## config.mk

```make
export PLATFORM = sky130hd
export DESIGN_NAME = sram_like_burst_bridge
export DESIGN_NICKNAME = d
export VERILOG_FILES = /design/src/rtl/sram_like_burst_bridge.sv
export SDC_FILE = /design/constraint.sdc
export NUM_CORES = 1
export LEC_CHECK = 0
export ABC_AREA = 1
export ABC_CLOCK_PERIOD_IN_PS = 2300
export BUFFER_PORTS_ARGS = -buffer_cell sky130_fd_sc_hd__buf_4
export CAP_MARGIN = 20
export CELL_PAD_IN_SITES_DETAIL_PLACEMENT = 1
export CELL_PAD_IN_SITES_GLOBAL_PLACEMENT = 2
export CORE_ASPECT_RATIO = 0.75
export CORE_MARGIN = 2
export CORE_UTILIZATION = 29
export DETAILED_ROUTE_END_ITERATION = 10
export PLACE_DENSITY_LB_ADDON = 0.1
export SYNTH_ARGS = -nofsm -noshare
export SYNTH_HDL_FRONTEND = slang
export SYNTH_SLANG_ARGS = --single-unit
```

## constraint.sdc

```tcl
create_clock -name clk -period 2.3 [get_ports clk]
set_input_delay 0.23 -clock clk [delete_from_list [all_inputs] [get_ports clk]]
set_output_delay 0.23 -clock clk [all_outputs]
set_load 0.05 [all_outputs]
```

## src/rtl/sram_like_burst_bridge.sv

```systemverilog
// SRAM-style pipeline access -> SRAM-like handshake bridge.
// Reads fetch an aligned block of WORDS words into a line buffer, one
// outstanding transaction at a time. Writes issue a single beat whose size
// and low address bits come from the byte enables. Bus-side outputs are
// registered, so they have no combinational path from cpu_*.
module sram_like_burst_bridge #(
  parameter int ADDR_W      = 32,
  parameter int WORDS       = 4,
  parameter int ALLOW_WRITE = 1
) (
  input  logic                 clk,
  input  logic                 rst,
  input  logic                 cpu_en,
  input  logic [ADDR_W-1:0]    cpu_addr,
  input  logic [3:0]           cpu_wen,
  input  logic [31:0]          cpu_wdata,
  output logic [32*WORDS-1:0]  cpu_rdata,
  output logic                 cpu_stall,
  input  logic                 all_stall,
  output logic                 req,
  output logic                 wr,
  output logic [1:0]           size,
  output logic [ADDR_W-1:0]    addr,
  output logic [31:0]          wdata,
  input  logic                 addr_ok,
  input  logic                 data_ok,
  input  logic [31:0]          rdata
);

  localparam int CW    = (WORDS > 1) ? $clog2(WORDS) : 1;
  localparam int OFF_W = $clog2(4 * WORDS);

  typedef enum logic [1:0] {IDLE, ADDR, DATA, DONE} state_t;

  state_t              state;
  logic [CW-1:0]       cnt;
  logic [32*WORDS-1:0] line;

  logic                acc_wr;
  logic [1:0]          acc_size;
  logic [1:0]          acc_lo;
  logic [ADDR_W-1:0]   acc_addr;
  logic                beat;
  logic                last;

  assign cpu_rdata = line;
  assign cpu_stall = cpu_en & (state != DONE);

  // A beat completes on data_ok in DATA, or on addr_ok+data_ok together in ADDR.
  // wr doubles as the latched "this access is a write" flag.
  assign beat = ((state == ADDR) && addr_ok && data_ok) || ((state == DATA) && data_ok);
  assign last = wr || (cnt == CW'(WORDS - 1));

  // Decode the incoming access; only consumed when it is latched in IDLE.
  always_comb begin
    acc_wr   = (ALLOW_WRITE != 0) && (cpu_wen != 4'b0000);
    acc_size = 2'd2;
    acc_lo   = 2'b00;
    case (cpu_wen)
      4'b0011: begin acc_size = 2'd1; acc_lo = 2'b00; end
      4'b1100: begin acc_size = 2'd1; acc_lo = 2'b10; end
      4'b0001: begin acc_size = 2'd0; acc_lo = 2'b00; end
      4'b0010: begin acc_size = 2'd0; acc_lo = 2'b01; end
      4'b0100: begin acc_size = 2'd0; acc_lo = 2'b10; end
      4'b1000: begin acc_size = 2'd0; acc_lo = 2'b11; end
      default: begin acc_size = 2'd2; acc_lo = 2'b00; end
    endcase
    if (acc_wr) begin
      acc_addr = {cpu_addr[ADDR_W-1:2], acc_lo};
    end else begin
      acc_size = 2'd2;
      acc_addr = {cpu_addr[ADDR_W-1:OFF_W], {OFF_W{1'b0}}};
    end
  end

  // Handshake FSM with registered bus outputs and the read line buffer.
  // A completed beat overrides the per-state transition below it; the next
  // read address is the previous one + 4, i.e. aligned base + 4*cnt.
  always_ff @(posedge clk) begin
    if (rst) begin
      state <= IDLE;
      cnt   <= '0;
      line  <= '0;
      req   <= 1'b0;
      wr    <= 1'b0;
      size  <= 2'd2;
      addr  <= '0;
      wdata <= '0;
    end else begin
      case (state)
        IDLE: begin
          if (cpu_en) begin
            state <= ADDR;
            cnt   <= '0;
            req   <= 1'b1;
            wr    <= acc_wr;
            size  <= acc_size;
            addr  <= acc_addr;
            wdata <= cpu_wdata;
          end
        end
        ADDR: begin
          if (addr_ok && !data_ok) begin
            req   <= 1'b0;
            state <= DATA;
          end
        end
        DATA: ;
        DONE: begin
          if (!all_stall) state <= IDLE;
        end
        default: state <= IDLE;
      endcase

      if (beat) begin
        if (!wr) begin
          for (int i = 0; i < WORDS; i++) begin
            if (cnt == CW'(i)) line[32*i +: 32] <= rdata;
          end
        end
        if (last) begin
          state <= DONE;
          req   <= 1'b0;
        end else begin
          cnt   <= cnt + CW'(1);
          state <= ADDR;
          req   <= 1'b1;
          addr  <= addr + ADDR_W'(4);
        end
      end
    end
  end

endmodule

```

==> impl_metrics.ini, run 1 <==
[outcome]
status = finished, final reports clean

[clock_tree]
clkSinkCount = 200
clk_latency_ps = 440
cts_buffers = 17
htree_levels = 4
clockBufferDepth = 2
post_cts_buffers = 0
clk_pin_slew_worst_paths_ps = 80
root_buffer = clkbuf_16
cts_hold_buf = 0
cts_tree = done
cts_resized = 0

[global_route]
grtUsageMet3 = 0.0511
use_met2 = 0.327
grt_pass1_wl_um = 52300
grt_max_degree = 151
globalRouteOverflowTotal = 0
grt_pass1_vias = 8829
grt_util_met1 = 0.311
top_usage_layer = met2
antenna_found_initial = 0
track_usage = 0.216

[timing]
skew_ps = 10.7
hold_viol = 0
min_period_ps = 2020
max_slew_margin = 0.459
tightest_slew_ps = 811
slew_violations = 0
rsz0062_at_grt = false
fin_setup_tns_ps = 0
post-route-period-util = 0.876
max_freq_mhz = 496
setup_viol = 0

[setup_path]
reg2reg_from = state[1]$_SDFFE_PP0P_
worstPathArrival_ps = 2360
startpoint = state[1]$_SDFFE_PP0P_
cp-start-kind = flop
criticalPathCategory = flop to flop
cp_max_fo = 16
critPathRequiredTime_ps = 2640
crit_path_end_kind = flop

[placed_design]
place_congestion = 0.808
detailed_place_hpwl_um = 23500
numPortBuffers = 300

[routing]
ant_nets = 0
avgViaCountPerCell = 4.82
wl_um = 33700
routedWlPerCell_um = 18.3
drt_iter0_markers = 463
num_vias = 8886
dr.pass1.iters = 4
drc = 0

[floorplan]
initial_core_util = 0.294
rows = 54
fp.dieH_um = 153
dieArea_sq_um = 30800
core_area_sq_um = 29100
die_w_um = 202
io_pins = 303

[logic_synthesis]
yosysTopAreaCell = dfxtp_1
syn-cell-area_sq_um = 8540
syn_nets = 1287
syn_area_per_cell_sq_um = 7.28
yosys_register_bits = 200
synth_area_leaders = dfxtp_1 47%, nand2_1 12%, nand3_1 9.6%, a21oi_1 9.1%, nor2_1 6.2%
ys_warn_count = 0
yosysSeqAreaShare = 0.469
netlist_instances = 1172
netlist-cell-type-count = 33
synth_top_area_frac = 0.469

[power]
p_leak_nw = 4.73
peakVddDrop_mv = 0.547
finalPower_w = 0.0113
power_density_nw_per_um2 = 971

[hold_path]
hp-start = cpu_wdata[24]
hold_class = primary input to flop

[run]
drv_cap = 0

[final_layout]
antennaDiodeCount = 0
area_delta_synth_final_pct = 36.8
nets = 1556
layout-drive-gt1-share = 0.262
[critical path: stages, from the launching register on]
cell	delay, ps
dfxtp_1	340
inv_1	90
ha_1	270
nand2_2	100
a21oi_2	220
nand2_2	140
buf_4	230
inv_2	70
buf_4	220
nand3_1	120
nand2_1	80
inv_1	40
[report_power, final]
part	switching [W]	total (W)	internal, W
Clock	0.00146	0.00292	0.00146
Sequential	0.000370	0.00424	0.00387
Combinational	0.00296	0.00418	0.00122
[layout make-up]
cell class / instances / area [sq um]
Clock inverter: 11 / 88.8
Timing Repair Buffer: 329 / 2560
Multi-Input combinational cell: 845 / 3910
Inverter: 48 / 180
Sequential cell: 200 / 4000
Fill cell: 3640 / 17400
Tap cell: 392 / 490
Clock buffer: 19 / 453
[final timing paths]
check                                     to  slack [ps]  cells after the start
setup reg to reg         addr[24]$_SDFF_PP0_         280                     11
hold reg to reg   cpu_rdata[56]$_SDFFE_PP0P_         460                      2
setup / recovery         addr[24]$_SDFF_PP0_         280                     11
hold / removal        wdata[24]$_SDFFE_PP0P_          40                      3
[cell families after synthesis]
logic type	count (synthesis)	synth area share
compound gates	229	0.139
xor+xnor	7	0.00718
fa+ha+maj	9	0.0132
buf+inv	127	0.0734
flops	200	0.469
simple gates	600	0.298
[synthesized netlist by cell type, drive strengths merged]
cell	instances
nand2	277
nand3	163
ha	9
a21oi	156
nor3	8
clkbuf	49
xnor2	4
xor2	3
o21ai	54
nor2	146
o211ai	4
o22ai	2
buf	30
or2	2
a211oi	2
a31oi	10
dfxtp	200
nand3b	2
nand4	2
a22oi	1
inv	48
[state kept, by name, indices dropped and copies added (netlist names)]
signal     count
req            1
cpu_rdata    128
wdata         32
cnt            2
addr          32
state          2
wr             1
size           2
[per-layer routing]
metal | wire length (um) | up-vias | part of all wire
met4 | 357 | 0 | 0.011
li1 | - | 4395 | -
met5 | 0 | - | 0
met2 | 14600 | 204 | 0.43
met1 | 16800 | 4270 | 0.50
met3 | 1900 | 17 | 0.056
[per-stage QoR]
stage / hold WS [ps] / worst slack [ps] / instances / area, sq um / util
global placement: 449 / 366 / 1814 / 11100 / 0.383
CTS: 18.4 / 257 / 1844 / 11700 / 0.402
global route: 31.9 / 73.7 / 1844 / 11700 / 0.402
detailed placement: 453 / 284 / 1814 / 11100 / 0.383
finish: 35.1 / 285 / 1844 / 11700 / 0.402
floorplan: 387 / 405 / 1172 / 8540 / -
[cell usage in the layout, fill, tap and decap left out, types with 4 or more instances in the layout]
| master | count |
|---|---|
| inv_2 | 5 |
| nand2_2 | 6 |
| nor3_1 | 8 |
| o21ai_0 | 54 |
| a31oi_1 | 10 |
| xnor2_1 | 4 |
| dfxtp_1 | 200 |
| nor2_1 | 141 |
| inv_6 | 6 |
| clkbuf_16 | 17 |
| buf_4 | 322 |
| buf_12 | 7 |
| nand2_1 | 269 |
| nand3_1 | 163 |
| a21oi_1 | 155 |
| ha_1 | 8 |
| o211ai_1 | 4 |
| inv_1 | 43 |
(Power assumes the default switching activity.)
==> run 2, diff against run 1 <==
- ABC_CLOCK_PERIOD_IN_PS: 2300 -> 2600
- PLACE_DENSITY: not set -> 0.86
- PLACE_DENSITY_LB_ADDON: 0.1 -> not set
- clock period: 2.3 -> 2.6 ns (I/O delays scaled with it)
==> run 2 against run 1 <==
  * Wire length down 3.9%
  * Clock-buffer cell count up 1
  * Clock skew up 5.2 ps
  * Power down 14%
  * Design area down 1.7%
  * Sequential share of layout area up 0.59 points
  * Non-clock buffer count down 12
  * Sequential power down 11%
  * Critical endpoint is now addr[27]$_SDFF_PP0_
  * Largest power group unchanged
==> impl_metrics.ini, run 2 (synthesis gave the netlist of run 1 again) <==
[outcome]
status = finished, final reports clean

[placed_design]
place_congestion = 0.809
detailed_place_hpwl_um = 22500
numPortBuffers = 300

[floorplan]
die_w_um = 202
core_area_sq_um = 29100
initial_core_util = 0.294
io_pins = 303
rows = 54
dieArea_sq_um = 30800
fp.dieH_um = 153

[routing]
ant_nets = 0
dr.max_layer_used = met4
route.met2.wl_um = 13700
wl_met3_um = 2110
dr.pass1.iters = 4
met1_length_um = 16200
drc = 0
num_vias = 8865
routedWlPerCell_um = 17.7
wl_um = 32400
avgViaCountPerCell = 4.84
drt_iter0_markers = 475

[setup_path]
critPathRequiredTime_ps = 2880
cp_max_fo = 16
criticalPathCategory = flop to flop
worstPathArrival_ps = 2520
crit_path_end_kind = flop
cp-start-kind = flop

[hold_path]
hold_class = primary input to flop

[clock_tree]
clk_latency_ps = 440
root_buffer = clkbuf_16
htree_levels = 4
cts_buffers = 17
cts_hold_buf = 0
clkSinkCount = 200
clk_pin_slew_worst_paths_ps = 80
clockBufferDepth = 2
cts_resized = 0
post_cts_buffers = 0
cts_tree = done

[final_layout]
final_cell_mix = 316 x buf_4, 269 x nand2_1, 200 x dfxtp_1
antennaDiodeCount = 0
layout-drive-gt1-share = 0.253
multi_input_area_sq_um = 3910
utilization = 0.395
area_delta_synth_final_pct = 34.5
nets = 1544
regArea_sq_um = 4000
fill_cells = 3682
layout_commonest_cell = buf_4
largest_reg_flops = 128

[timing]
fin_setup_tns_ps = 0
tightest_slew_ps = 877
setup_viol = 0
max_slew_margin = 0.415
rsz0062_at_grt = false
hold_viol = 0
post-route-period-util = 0.862
slew_violations = 0
max_freq_mhz = 446
skew_ps = 15.9
min_period_ps = 2240

[global_route]
antenna_found_initial = 0
globalRouteOverflowTotal = 0
track_usage = 0.207
grt_max_degree = 151
grt_pass1_wl_um = 50600
grt_pass1_vias = 8748

[power]
power_density_nw_per_um2 = 852
peakVddDrop_mv = 0.452
finalPower_w = 0.00979
p_leak_nw = 4.61

[run]
drv_cap = 0
-- run 2: critical path, cell delays in order, from the launching register on --
cell     delay [ps]
dfxtp_1         340
inv_1            80
ha_1            240
nand2_2          90
a21oi_2         180
nand2_2         290
nand2_2         340
inv_2           230
a21oi_1         200
a21oi_1          80
-- run 2: cell type report --
| cell class | instances | share of cell area |
|---|---|---|
| flip-flops and latches | 200 | 0.349 |
| multi-input cells | 845 | 0.340 |
| repair buffers | 317 | 0.208 |
| well taps | 392 | 0.0427 |
| clock buffers | 20 | 0.0380 |
| inverters | 48 | 0.0157 |
| clock inverters | 10 | 0.00654 |
-- run 2: final timing paths --
path | startpoint | cells past startpoint | slack, ps | end
setup reg to reg | state[1]$_SDFFE_PP0P_ | 9 | 360 | addr[27]$_SDFF_PP0_
hold / removal | cpu_addr[14] | 3 | 70 | addr[14]$_SDFF_PP0_
setup / recovery | state[1]$_SDFFE_PP0P_ | 9 | 360 | addr[27]$_SDFF_PP0_
hold reg to reg | cpu_rdata[79]$_SDFFE_PP0P_ | 2 | 460 | cpu_rdata[79]$_SDFFE_PP0P_
-- run 2: report_power, final --
part / switching, W / leakage (nW) / internal, W
sequential: 0.000352 / 1.63 / 0.00342
clock: 0.00124 / 0.239 / 0.00122
combinational: 0.00255 / 2.75 / 0.000998
-- run 2: routing by layer --
layer	GRT usage	vias to the layer above
li1	-	4366
met1	0.302	4235
met2	0.307	238
met3	0.0511	26
met4	0.0438	0
met5	0	-
-- run 2: metrics by stage --
step / worst slack (ps) / cells / instance area [sq um] / hold WS, ps
floorplan: 705 / 1172 / 8540 / 417
global placement: 398 / 1802 / 11000 / 448
detailed placement: 354 / 1802 / 11000 / 454
CTS: 335 / 1832 / 11500 / 50.5
global route: 50.7 / 1832 / 11500 / 74.6
finish: 359 / 1832 / 11500 / 72.0
